**config.mk**
```make
export PLATFORM = sky130hd
export DESIGN_NAME = load_store_unit_flat
export DESIGN_NICKNAME = d
export VERILOG_FILES = /design/src/rtl/lsu_pkg.sv /design/src/rtl/load_store_unit_if.sv /design/src/rtl/lsu_lane_align.sv /design/src/rtl/load_store_unit.sv /design/src/flat_wrapper.sv
export SDC_FILE = /design/constraint.sdc
export NUM_CORES = 1
export LEC_CHECK = 0
export CAP_MARGIN = 20
export CORE_ASPECT_RATIO = 0.8
export CORE_MARGIN = 1
export CORE_UTILIZATION = 47
export CTS_BUF_LIST = sky130_fd_sc_hd__clkbuf_8
export DETAILED_ROUTE_END_ITERATION = 8
export PLACE_DENSITY = 0.79
export SLEW_MARGIN = 20
export SYNTH_ARGS = -nofsm -noshare
export SYNTH_HDL_FRONTEND = slang
export SYNTH_SLANG_ARGS = --single-unit
export TNS_END_PERCENT = 100
```
**constraint.sdc**
```tcl
create_clock -name clk -period 5.7 [get_ports clk]
set_clock_uncertainty 0.05 [all_clocks]
set_input_delay 1.14 -clock clk [delete_from_list [all_inputs] [get_ports clk]]
set_output_delay 1.14 -clock clk [all_outputs]
set_load 0.05 [all_outputs]
```
**src/rtl/lsu_pkg.sv**
```systemverilog
// Shared types and funct3 encodings for the load/store unit.
package lsu_pkg;

  typedef enum logic [2:0] {IDLE, LOAD, READ, WRITE, RESP} state_t;

  localparam logic [2:0] F3_B  = 3'b000;
  localparam logic [2:0] F3_H  = 3'b001;
  localparam logic [2:0] F3_W  = 3'b010;
  localparam logic [2:0] F3_BU = 3'b100;
  localparam logic [2:0] F3_HU = 3'b101;

  function automatic logic f3_legal(input logic store, input logic [2:0] f3);
    if (store) return f3 inside {F3_B, F3_H, F3_W};
    return f3 inside {F3_B, F3_H, F3_W, F3_BU, F3_HU};
  endfunction

  function automatic logic misaligned(input logic [2:0] f3, input logic [1:0] offset);
    case (f3)
      F3_H, F3_HU: return offset[0];
      F3_W:        return offset != 2'b00;
      default:     return 1'b0;
    endcase
  endfunction

endpackage

```
**src/rtl/load_store_unit_if.sv**
```systemverilog
// Core request/response and data-memory signals of the load/store unit.
interface load_store_unit_if #(
  parameter int unsigned DATA_WIDTH = 32
);
  logic                  req_valid;
  logic                  req_ready;
  logic                  req_store;
  logic [2:0]            req_funct3;
  logic [DATA_WIDTH-1:0] req_addr;
  logic [DATA_WIDTH-1:0] req_wdata;
  logic                  resp_valid;
  logic [DATA_WIDTH-1:0] resp_rdata;
  logic                  resp_err;
  logic [DATA_WIDTH-1:0] mem_addr;
  logic                  mem_we;
  logic [DATA_WIDTH-1:0] mem_wd;
  logic [DATA_WIDTH-1:0] mem_rd;

  // master: core plus memory model; slave: the load/store unit
  modport master (
    output req_valid, req_store, req_funct3, req_addr, req_wdata, mem_rd,
    input  req_ready, resp_valid, resp_rdata, resp_err, mem_addr, mem_we, mem_wd
  );

  modport slave (
    input  req_valid, req_store, req_funct3, req_addr, req_wdata, mem_rd,
    output req_ready, resp_valid, resp_rdata, resp_err, mem_addr, mem_we, mem_wd
  );
endinterface

```
**src/rtl/lsu_lane_align.sv**
```systemverilog
// Little-endian lane extraction/extension for loads and byte/half merge for stores.
module lsu_lane_align
  import lsu_pkg::*;
(
  input  logic [31:0] word,
  input  logic [1:0]  offset,
  input  logic [2:0]  funct3,
  input  logic [31:0] wdata,
  output logic [31:0] load_val,
  output logic [31:0] merged
);
  logic [7:0]  byte_sel;
  logic [15:0] half_sel;

  always_comb begin
    byte_sel = word[{offset, 3'b000} +: 8];
    half_sel = offset[1] ? word[31:16] : word[15:0];
    load_val = word;
    merged   = wdata;
    case (funct3)
      F3_B: begin
        load_val = {{24{byte_sel[7]}}, byte_sel};
        merged   = word;
        merged[{offset, 3'b000} +: 8] = wdata[7:0];
      end
      F3_BU: load_val = {24'h0, byte_sel};
      F3_H: begin
        load_val = {{16{half_sel[15]}}, half_sel};
        merged   = word;
        merged[{offset[1], 4'b0000} +: 16] = wdata[15:0];
      end
      F3_HU: load_val = {16'h0, half_sel};
      default: ;
    endcase
  end
endmodule

```
**src/rtl/load_store_unit.sv**
```systemverilog
// RV32I load/store unit: byte-addressed requests to word memory, sub-word stores as RMW.
module load_store_unit
  import lsu_pkg::*;
#(
  parameter int unsigned DATA_WIDTH     = 32,
  parameter int unsigned MEM_WORDS_LOG2 = 17
) (
  input logic               clk,
  input logic               rst,
  load_store_unit_if.slave  bus
);
  state_t                state_q, state_d;
  logic                  store_q, store_d;
  logic [2:0]            f3_q, f3_d;
  logic [DATA_WIDTH-1:0] addr_q, addr_d;
  logic [DATA_WIDTH-1:0] wdata_q, wdata_d;
  logic [DATA_WIDTH-1:0] merge_q, merge_d;
  logic [DATA_WIDTH-1:0] rdata_q, rdata_d;
  logic                  err_q, err_d;

  logic                  req_err;
  logic [DATA_WIDTH-1:0] align_word, load_val, merged;

  assign req_err = !f3_legal(bus.req_store, bus.req_funct3)
                 || misaligned(bus.req_funct3, bus.req_addr[1:0])
                 || (|bus.req_addr[DATA_WIDTH-1:MEM_WORDS_LOG2+2]);

  // Loads align live memory data; stores merge into the captured word.
  assign align_word = (state_q == LOAD) ? bus.mem_rd : merge_q;

  lsu_lane_align u_lane_align (
    .word     (align_word),
    .offset   (addr_q[1:0]),
    .funct3   (f3_q),
    .wdata    (wdata_q),
    .load_val (load_val),
    .merged   (merged)
  );

  always_comb begin
    state_d = state_q;
    store_d = store_q;
    f3_d    = f3_q;
    addr_d  = addr_q;
    wdata_d = wdata_q;
    merge_d = merge_q;
    rdata_d = rdata_q;
    err_d   = err_q;
    unique case (state_q)
      IDLE: begin
        if (bus.req_valid) begin
          store_d = bus.req_store;
          f3_d    = bus.req_funct3;
          addr_d  = bus.req_addr;
          wdata_d = bus.req_wdata;
          rdata_d = '0;
          err_d   = req_err;
          if (req_err)                        state_d = RESP;
          else if (!bus.req_store)            state_d = LOAD;
          else if (bus.req_funct3 == F3_W)    state_d = WRITE;
          else                                state_d = READ;
        end
      end
      LOAD: begin
        rdata_d = load_val;
        state_d = RESP;
      end
      READ: begin
        merge_d = bus.mem_rd;
        state_d = WRITE;
      end
      WRITE:   state_d = RESP;
      RESP:    state_d = IDLE;
      default: state_d = IDLE;
    endcase
  end

  always_ff @(posedge clk or posedge rst) begin
    if (rst) begin
      state_q <= IDLE;
      store_q <= 1'b0;
      f3_q    <= '0;
      addr_q  <= '0;
      wdata_q <= '0;
      merge_q <= '0;
      rdata_q <= '0;
      err_q   <= 1'b0;
    end else begin
      state_q <= state_d;
      store_q <= store_d;
      f3_q    <= f3_d;
      addr_q  <= addr_d;
      wdata_q <= wdata_d;
      merge_q <= merge_d;
      rdata_q <= rdata_d;
      err_q   <= err_d;
    end
  end

  assign bus.req_ready  = (state_q == IDLE);
  assign bus.resp_valid = (state_q == RESP);
  assign bus.resp_rdata = rdata_q;
  assign bus.resp_err   = err_q;
  assign bus.mem_addr   = {2'b00, addr_q[DATA_WIDTH-1:2]};
  assign bus.mem_we     = (state_q == WRITE);
  assign bus.mem_wd     = merged;

  // Only needed to document the latched direction; decode uses f3_q and state.
  logic unused_store;
  assign unused_store = store_q;
endmodule

```
**src/flat_wrapper.sv**
```systemverilog
// flat-port wrapper written by rule: the top's interface ports become plain ports
module load_store_unit_flat import lsu_pkg::*;
#(
  parameter int unsigned DATA_WIDTH     = 32,
  parameter int unsigned MEM_WORDS_LOG2 = 17
)
  (clk, rst, bus_req_valid, bus_req_store, bus_req_funct3, bus_req_addr, bus_req_wdata, bus_mem_rd, bus_req_ready, bus_resp_valid, bus_resp_rdata, bus_resp_err, bus_mem_addr, bus_mem_we, bus_mem_wd);
  load_store_unit_if #(.DATA_WIDTH(DATA_WIDTH)) bus_i ();
  input logic clk;
  input logic rst;
  input wire logic [$bits(bus_i.req_valid)-1:0] bus_req_valid;
  input wire logic [$bits(bus_i.req_store)-1:0] bus_req_store;
  input wire logic [$bits(bus_i.req_funct3)-1:0] bus_req_funct3;
  input wire logic [$bits(bus_i.req_addr)-1:0] bus_req_addr;
  input wire logic [$bits(bus_i.req_wdata)-1:0] bus_req_wdata;
  input wire logic [$bits(bus_i.mem_rd)-1:0] bus_mem_rd;
  output wire logic [$bits(bus_i.req_ready)-1:0] bus_req_ready;
  output wire logic [$bits(bus_i.resp_valid)-1:0] bus_resp_valid;
  output wire logic [$bits(bus_i.resp_rdata)-1:0] bus_resp_rdata;
  output wire logic [$bits(bus_i.resp_err)-1:0] bus_resp_err;
  output wire logic [$bits(bus_i.mem_addr)-1:0] bus_mem_addr;
  output wire logic [$bits(bus_i.mem_we)-1:0] bus_mem_we;
  output wire logic [$bits(bus_i.mem_wd)-1:0] bus_mem_wd;
  assign bus_i.req_valid = bus_req_valid;
  assign bus_i.req_store = bus_req_store;
  assign bus_i.req_funct3 = bus_req_funct3;
  assign bus_i.req_addr = bus_req_addr;
  assign bus_i.req_wdata = bus_req_wdata;
  assign bus_i.mem_rd = bus_mem_rd;
  assign bus_req_ready = bus_i.req_ready;
  assign bus_resp_valid = bus_i.resp_valid;
  assign bus_resp_rdata = bus_i.resp_rdata;
  assign bus_resp_err = bus_i.resp_err;
  assign bus_mem_addr = bus_i.mem_addr;
  assign bus_mem_we = bus_i.mem_we;
  assign bus_mem_wd = bus_i.mem_wd;
  load_store_unit #(.DATA_WIDTH(DATA_WIDTH), .MEM_WORDS_LOG2(MEM_WORDS_LOG2)) u_core (.clk(clk), .rst(rst), .bus(bus_i));
endmodule
```
Word level (Yosys, flattened, before mapping)
Cells that the tools add are included.
- logic and storage cells: 58
- input port bits: 103
- output and inout bits: 100
- bits in registers: 135
- shift-type cells: 5
- add/sub/neg operators: 2
- reduce and logical (&&, ||, !) cells: 15
- multiplexer cells: 17
- eq/ne operators: 12
- operators with widths (cell ; number):
    $pmux 32 s2 ; 2
    $pmux 32 s4 ; 1
    $bwmux 32 ; 2
    $mux 32 ; 2
    $shift 16x7->32 const A ; 1
    $shift 8x7->32 const A ; 1
    $shiftx 16x7->32 ; 1
    $shiftx 32x6->8 ; 1
    $shiftx 8x7->32 ; 1
    $mux 16 ; 1
    $eq 3x3->1 const B ; 5
    $neg 5->7 ; 2
    $reduce_or 13->1 ; 1
    $eq 3x1->1 const B ; 3
    $eq 3x2->1 const B ; 3
    $logic_not 3->1 ; 3
    $mux 3 ; 3
    $pmux 3 s3 ; 1
    $reduce_bool 5->1 ; 1
    $mux 1 ; 4
    $reduce_and 2->1 ; 2
    $reduce_bool 2->1 ; 2
    $reduce_or 2->1 ; 2
    $reduce_bool 3->1 ; 1
    4 further kinds ; 5

Logic depth before layout (Yosys ltp)
Gate-level depths: netlist of the first run.
- word-level depth: 10
- gate-level depth with buffers: 9
- depth with buffers taken out: 6

Hierarchy
Synthesis of the first run repeated with hierarchy kept, for this count alone.
- cells, all modules: 807
- area total of the unflattened synthesis: 7746.2 µm²
- modules (own cells, without submodules) (module ; seq. area each (µm²) ; area an instance (µm²) ; cells an instance ; times used):
    load_store_unit ; 3378.2 ; 5850.6 ; 515 ; 1
    lsu_lane_align ; 0.0 ; 1895.6 ; 292 ; 1

Worst setup path before layout of the first run
No wires, ideal clock.
- kind: register -> output
- from: reg u_core.addr_q[1]
- to: out bus_mem_wd[27]
- buffers on the path: 3
- cell stages (with the launch flop): 9
- required time: 4.510 ns
- setup slack: 1.627 ns
- arrival: 2.883 ns
- cells stage by stage: dfrtp_1 buf_2 inv_2 clkbuf_1 ha_1 nor4bb_1 buf_1 a32oi_1 a31oi_1
- word-level cells in the longest chain between the ends: 4
- elaborated cells on any way between the ends: 9
- classes of those cells: 2 x add/sub; 4 x shift; 3 x mux
- RTL lines (item ; line ; RTL):
    start, declared ; load_store_unit.sv:15 ; logic [DATA_WIDTH-1:0] addr_q, addr_d;
    start signal, assigned ; load_store_unit.sv:92 ; addr_q <= addr_d;
    $neg 5->7 (on tied branches) ; lsu_lane_align.sv:30, lsu_lane_align.sv:24 ;
    $shiftx 16x7->32 (tied with other cells) ; lsu_lane_align.sv:30 ; merged[{offset[1], 4'b0000} +: 16] = wdata[15:0];
    $bwmux 32 (on tied branches) ; lsu_lane_align.sv:30, lsu_lane_align.sv:24 ;
    $pmux 32 s2 (*) ; lsu_lane_align.sv:20 ; case (funct3)
    end, declared ; flat_wrapper.sv:23 ; output wire logic [$bits(bus_i.mem_wd)-1:0] bus_mem_wd;
Mark *: on every way between the ends. The rest lies on a longest branch, timed or not.

Worst setup path after layout of the first run
- from: reg u_core.f3_q[0]
- to: out bus_mem_wd[14]
- word-level cells in the longest chain between the ends: 2
- elaborated cells on any way between the ends: 3
- classes of those cells: 1 x eq/ne; 1 x mux; 1 x reduce/logical
- RTL lines (item ; line ; RTL):
    start, declared ; load_store_unit.sv:14 ; logic [2:0] f3_q, f3_d;
    start signal, assigned ; load_store_unit.sv:82 ; f3_q <= '0;
    start signal, assigned ; load_store_unit.sv:91 ; f3_q <= f3_d;
    $eq 3x1->1 or $logic_not 3->1 (tied branches) ; lsu_lane_align.sv:20 ;
    $pmux 32 s2 (*) ; lsu_lane_align.sv:20 ;
Marks and branches as above.

==> run_results.csv, run 1 <==
group,metric,value,unit
status,status,"finished, final reports clean",
worst_hold_path,min_path_cells,2,
timing,rsz0062_at_grt,"false",
critical_path,reg2regPathDepth,5,
cts,hold_buffers,0,
detailed_routing,dr.pass1.iters,5,
layout,final_nets,961,
die,core,15800,µm²
detailed_routing,vias,6314,
global_route,grt_max_degree,107,
detailed_routing,finalWirelength,21.9,mm
job,drv_cap,0,
die,dieArea,16700,µm²
placement,gp_congestion,0.909,
synthesis,synth-edff-count,0,
critical_path,cp.arrival,3.64,ns
cts,clk_pin_slew,0.08,ns
timing,setup_viol,0,
critical_path,critPathLaunchType,"flop",
cts,cts_sinks,135,
worst_hold_path,min_path_type,"reg -> reg",
power_and_ir_drop,fin_total_pwr,3.04,mW
critical_path,end_kind,"output pin",
timing,period_needed,4.83,ns
critical_path,cp_max_fo,31,
detailed_routing,post_drt_wl_per_cell,20.3,µm
placement,hpwl,15.7,mm
timing,setup_tns,0,ns
die,rows,41,
synthesis,synth_warnings,0,
cts,post_cts_resized,0,
synthesis,yosysUniqueCellTypes,53,
synthesis,ys_seq_area_share,44.4,%
global_route,grt_antenna_before_repair,0,
die,chipWidth,144,µm
global_route,grt_usage,27.1,%
synthesis,synthCells,701,
detailed_routing,ant_nets,0,
layout,diodes,0,
detailed_routing,viasPerCell,5.84,
die,ios,203,
cts,cts.path.max_buffers,2,
power_and_ir_drop,leakage,4.07,nW
synthesis,ys_ff_latch,135,
timing,timing.fmax,0.207,GHz
synthesis,async_flop_share,100,%
die,fp.dieH,116,µm
cts,cts_root_buf,"clkbuf_8",
synthesis,syn_area,7600,µm²
power_and_ir_drop,vdd_drop_max,190,µV
global_route,grt_overflow,0,
layout,syn_to_final_growth,32.1,%
timing,drv_slew,0,
synthesis,postSynthAreaPerCell,10.8,µm²
power_and_ir_drop,power_density,303,nW/µm²
critical_path,crit_type,"reg -> out",
placement,placed_area,9530,µm²
timing,final-hold-violation-count,0,
die,initial_core_util,48.1,%
detailed_routing,drt_iter0_markers,522,
cts,cts_buffers,17,
placement,port_buffers,200,
layout,fillers,1336,
global_route,grt_pass1_vias,6272,
cts,clk_latency,0.45,ns
cts,tritoncts,"built",
layout,final_cell_area,10000,µm²
global_route,grt_first_pass_wirelength,33.9,mm
timing,worst_slew_pin_slew,1.08,ns
detailed_routing,drc,0,
critical_path,required,4.51,ns
synthesis,ys.flop_type,"dfrtp_1",
cts,htreeDepth,4,
layout,layout-drive-gt1-share,22.7,%
timing,period_share,84.7,%
cts,postCtsSetupBuffers,0,
timing,maxSlewHeadroom,28.1,%
-- cell families after synthesis --
kind of cell	after synthesis	synth area share, %
adder cells (fa/ha/maj)	5	0.823
flip-flops	135	44.4
buffers and inverters	92	6.73
other	1	0.0493
AND/OR/NAND/NOR	125	8.59
AO/OA/AOI/OAI	209	18.6
multiplexers	134	20.8
-- power breakdown --
group / total [mW] / switching, mW / internal, mW
Combinational: 0.927 / 0.571 / 0.356
Clock: 1.01 / 0.383 / 0.630
Sequential: 1.10 / 0.0730 / 1.03
Total: 3.04 / 1.03 / 2.01
-- synth_stat cells, drive strengths merged (2+ instances only) --
cell type  count  share of area (%)
o21a           2               0.20
mux2i         18                2.4
a31o          13                1.5
a2111o         6               0.89
inv            7               0.35
nor2          38                1.9
a221o          3               0.40
buf           58                5.1
a221oi         3               0.81
a21oi         30                2.0
o21ai         93                6.6
a21o           2               0.20
or3b           2               0.23
dfrtp        135                 44
nor3           2               0.13
a2111oi        3               0.35
a22oi          8               0.79
nand2         43                2.1
ha             5               0.82
a211oi        19                1.9
nor4bb        15                2.0
and2          15                1.2
mux2         108                 16
o211ai         7               0.69
nor3b          2               0.26
nor4           3               0.33
clkbuf        26                1.3
mux4           8                2.4
o221ai         8               0.92
o2bb2ai        8               0.92
-- layout make-up --
type / instances / area (µm²) / area share [%]
clock buffers: 19 / 262 / 2.60
clock inverters: 13 / 250 / 2.49
inverters: 8 / 35.0 / 0.349
multi-input cells: 475 / 3730 / 37.1
flip-flops and latches: 135 / 3380 / 33.6
well taps: 215 / 269 / 2.68
repair buffers: 216 / 2120 / 21.1
-- placed cells by master (no fill, tap or decap), types with 8 or more instances in the layout --
cell type and instances:
mux4_2 8, o21ai_0 81, clkbuf_8 19, dfrtp_1 135, nand2_1 43, mux2_2 107
nor4bb_1 15, nor2_1 38, o21ai_2 11, o221ai_1 8, o2bb2ai_1 8, a31o_2 13
clkdlybuf4s50_1 200, a22oi_1 8, a211oi_1 19, a21oi_1 30, and2_1 14, mux2i_1 18
buf_4 16
-- critical path, cell delays in order, from the launching register on --
cell             delay (ns)
dfrtp_1                0.77
or3_1                  0.57
nor4_2                 0.69
a22oi_1                0.14
o21ai_0                0.17
clkdlybuf4s50_1        0.85
-- layer usage --
metal | share of wire (%) | global-route usage [%] | vias to the layer above | wire (µm)
li1 | - | - | 2877 | -
met5 | 0 | 0 | - | 0
met2 | 47 | 42.6 | 270 | 10300
met4 | 1.4 | 7.23 | 0 | 305
met1 | 43 | 35.8 | 3139 | 9360
met3 | 9.1 | 9.50 | 28 | 2000
-- metrics by stage --
step	worst slack [ns]	hold WS [ns]	utilization, %	instances
3_3_place_gp	1.10	0.412	60.3	1049
4_1_cts	0.911	0.432	63.6	1081
3_5_place_dp	1.07	0.415	60.3	1049
5_1_grt	0.694	0.457	63.6	1081
2_1_floorplan	0.899	0.422	-	702
6_report	0.873	0.432	63.6	1081
-- path summary, 6_finish.rpt --
path	from	end	slack (ns)
setup / recovery	u_core.f3_q[0]	bus_mem_wd[14]	0.87
hold / removal	u_core.bus.resp_rdata[22]	u_core.bus.resp_rdata[22]	0.43
setup reg to reg	u_core.addr_q[1]	u_core.bus.resp_rdata[25]	2.69
hold reg to reg	u_core.bus.resp_rdata[22]	u_core.bus.resp_rdata[22]	0.43
max in group asynchronous	rst	u_core.addr_q[17]	3.39
min in group asynchronous	rst	u_core.addr_q[10]	1.22
-- registers in the layout, indices dropped and copies added (netlist names) --
| name | flops |
|---|---|
| u_core.bus.resp_rdata | 32 |
| u_core.addr_q | 32 |
| u_core.wdata_q | 32 |
| u_core.state_q | 3 |
| u_core.merge_q | 32 |
| u_core.f3_q | 3 |
| u_core.bus.resp_err | 1 |
Note: power is estimated with default switching activity, not from simulation.
==> run 2: changes to the inputs <==
--- a/config.mk
+++ b/config.mk
@@ -8,10 +8,10 @@
 export CAP_MARGIN = 20
 export CORE_ASPECT_RATIO = 0.8
 export CORE_MARGIN = 1
-export CORE_UTILIZATION = 47
+export CORE_UTILIZATION = 46
 export CTS_BUF_LIST = sky130_fd_sc_hd__clkbuf_8
 export DETAILED_ROUTE_END_ITERATION = 8
-export PLACE_DENSITY = 0.79
+export PLACE_DENSITY = 0.81
 export SLEW_MARGIN = 20
 export SYNTH_ARGS = -nofsm -noshare
 export SYNTH_HDL_FRONTEND = slang
==> constraint.sdc (replaced) <==
create_clock -name clk -period 4.2 [get_ports clk]
set_clock_uncertainty 0.05 [all_clocks]
set_input_delay 0.84 -clock clk [delete_from_list [all_inputs] [get_ports clk]]
set_output_delay 0.84 -clock clk [all_outputs]
set_load 0.05 [all_outputs]
==> run 2 against run 1 <==
Effect of this change: global-route usage increased by 0.33 points; clock-buffer cell count decreased by 2; combinational power increased by 57%; die area increased by 2.1%; first-iteration DRC count decreased by 0.19%; flip-flop and latch count unchanged.
==> run_results.csv, run 2 (same netlist as run 1, synthesis figures left out) <==
group,metric,value,unit
detailed_routing,dr.pass1.iters,5,
critical_path,worstSetupStartpoint,"u_core.addr_q[1]",
power_and_ir_drop,leakage,4.26,nW
timing,period_needed,3.84,ns
global_route,grt_usage,27.5,%
power_and_ir_drop,seqPwrFrac,34.7,%
placement,gp_congestion,0.956,
placement,port_buffers,200,
die,fp.dieH,117,µm
worst_hold_path,hp-start,"u_core.bus.resp_rdata[17]",
layout,final_cell_area,10400,µm²
die,chipWidth,146,µm
global_route,grt_first_pass_wirelength,35.6,mm
power_and_ir_drop,share_comb_of_total_power,33.9,%
cts,clk_pin_slew,0.07,ns
global_route,grt_max_degree,76,
layout,regArea,3380,µm²
layout,layout_common_cells,"clkdlybuf4s50_1 (168), dfrtp_1 (135), mux2_2 (107), o21ai_0 (81), nand2_1 (43)",
layout,mostFrequentLayoutCell,"clkdlybuf4s50_1",
timing,period_share,91.5,%
timing,setup_tns,0,ns
timing,hold-worst-slack,0.425,ns
status,status,"finished, final reports clean",
timing,drv_slew,0,
critical_path,setup.worst_path.end,"bus_mem_wd[13]",
die,rows,41,
worst_hold_path,min_path_type,"reg -> reg",
cts,tritoncts,"built",
cts,hold_buffers,0,
critical_path,critPathLaunchType,"flop",
cts,htreeDepth,4,
die,dieArea,17000,µm²
placement,dp_cells,1053,
timing,setup_viol,0,
power_and_ir_drop,power.internal,2.84,mW
die,core,16000,µm²
layout,fin_cells,1085,
timing,worst_slew_pin_slew,0.805,ns
layout,layout-drive-gt1-share,26.7,%
detailed_routing,post_drt_wl_per_cell,20.9,µm
global_route,grt_antenna_before_repair,0,
critical_path,rrSetupSlack,1.30,ns
global_route,grt_overflow,0,
cts,postCtsSetupBuffers,0,
placement,placed_area,9920,µm²
timing,maxSlewHeadroom,45.9,%
power_and_ir_drop,p_sw_share,33.8,%
detailed_routing,drc,0,
die,initial_core_util,47.6,%
layout,diodes,0,
detailed_routing,vias,6415,
layout,fillers,1247,
cts,cts.path.max_buffers,2,
power_and_ir_drop,power_density,412,nW/µm²
placement,hpwl,16.4,mm
cts,post_cts_resized,0,
layout,multiInputGateArea,3730,µm²
timing,rsz0062_at_grt,"false",
critical_path,end_kind,"output pin",
detailed_routing,ant_nets,0,
critical_path,cp.arrival,2.95,ns
layout,syn_to_final_growth,37.0,%
cts,cts_buffers,17,
cts,cts_sinks,135,
timing,timing.fmax,0.260,GHz
power_and_ir_drop,p_clk_share,31.4,%
global_route,grt_pass1_vias,6460,
die,ios,203,
detailed_routing,viasPerCell,5.91,
cts,cts_root_buf,"clkbuf_8",
critical_path,required,3.31,ns
layout,final_nets,965,
critical_path,crit_type,"reg -> out",
power_and_ir_drop,vdd_drop_max,349,µV
detailed_routing,drt_iter0_markers,521,
job,drv_cap,0,
cts,clk_latency,0.46,ns
critical_path,r2r_start,"u_core.state_q[2]",
critical_path,reg2regPathDepth,6,
detailed_routing,finalWirelength,22.7,mm
critical_path,rr_endpoint,"u_core.bus.resp_rdata[21]",
power_and_ir_drop,p_switching,1.45,mW
timing,final-hold-violation-count,0,
critical_path,cp_max_fo,15,
run 2: through the flow:
stage | power [mW] | worst slack (ns) | util [%]
2_1_floorplan | 2.36 | 0.427 | -
3_3_place_gp | 2.94 | 0.782 | 62.2
3_5_place_dp | 2.96 | 0.736 | 62.2
4_1_cts | 4.31 | 0.421 | 65.2
5_1_grt | 4.45 | 0.251 | 65.2
6_report | 4.29 | 0.359 | 65.2
run 2: power by group through the flow:
stage | sequential, mW | clock [mW] | combinational, mW
final | 1.49 | 1.35 | 1.46
after global routing | 1.50 | 1.43 | 1.53
after CTS | 1.49 | 1.37 | 1.46
after detailed placement | 1.51 | 0 | 1.45
after global placement | 1.51 | 0 | 1.43
after floorplan | 1.47 | 0 | 0.889
run 2: worst min-delay path by stage:
stage                     cells past startpoint                   endpoint
after global routing                          2  u_core.bus.resp_rdata[17]
final                                         2  u_core.bus.resp_rdata[17]
after detailed placement                      2  u_core.bus.resp_rdata[17]
after floorplan                               1         u_core.wdata_q[16]
after CTS                                     2  u_core.bus.resp_rdata[17]
after global placement                        2  u_core.bus.resp_rdata[28]
run 2: critical path, stage by stage, from the launching register on:
cell and delay [ns]:
dfrtp_1 0.57, inv_2 0.23, ha_1 0.40, nand2_1 0.09
nor4_2 0.61, a22oi_1 0.13, o21ai_0 0.26, buf_12 0.20
run 2: final cells by class:
type | instances | area share (%)
Tap cell | 215 | 2.58
Clock buffer | 17 | 2.25
Clock inverter | 15 | 2.49
Inverter | 8 | 0.325
Sequential cell | 135 | 32.5
Timing Repair Buffer | 220 | 24.1
Multi-Input combinational cell | 475 | 35.8
run 2: routing by layer:
| metal | track usage, % | part of all wire [%] |
|---|---|---|
| met5 | 0 | 0 |
| met4 | 6.67 | 1.5 |
| met3 | 9.07 | 10 |
| met2 | 44.6 | 47 |
| met1 | 35.8 | 41 |
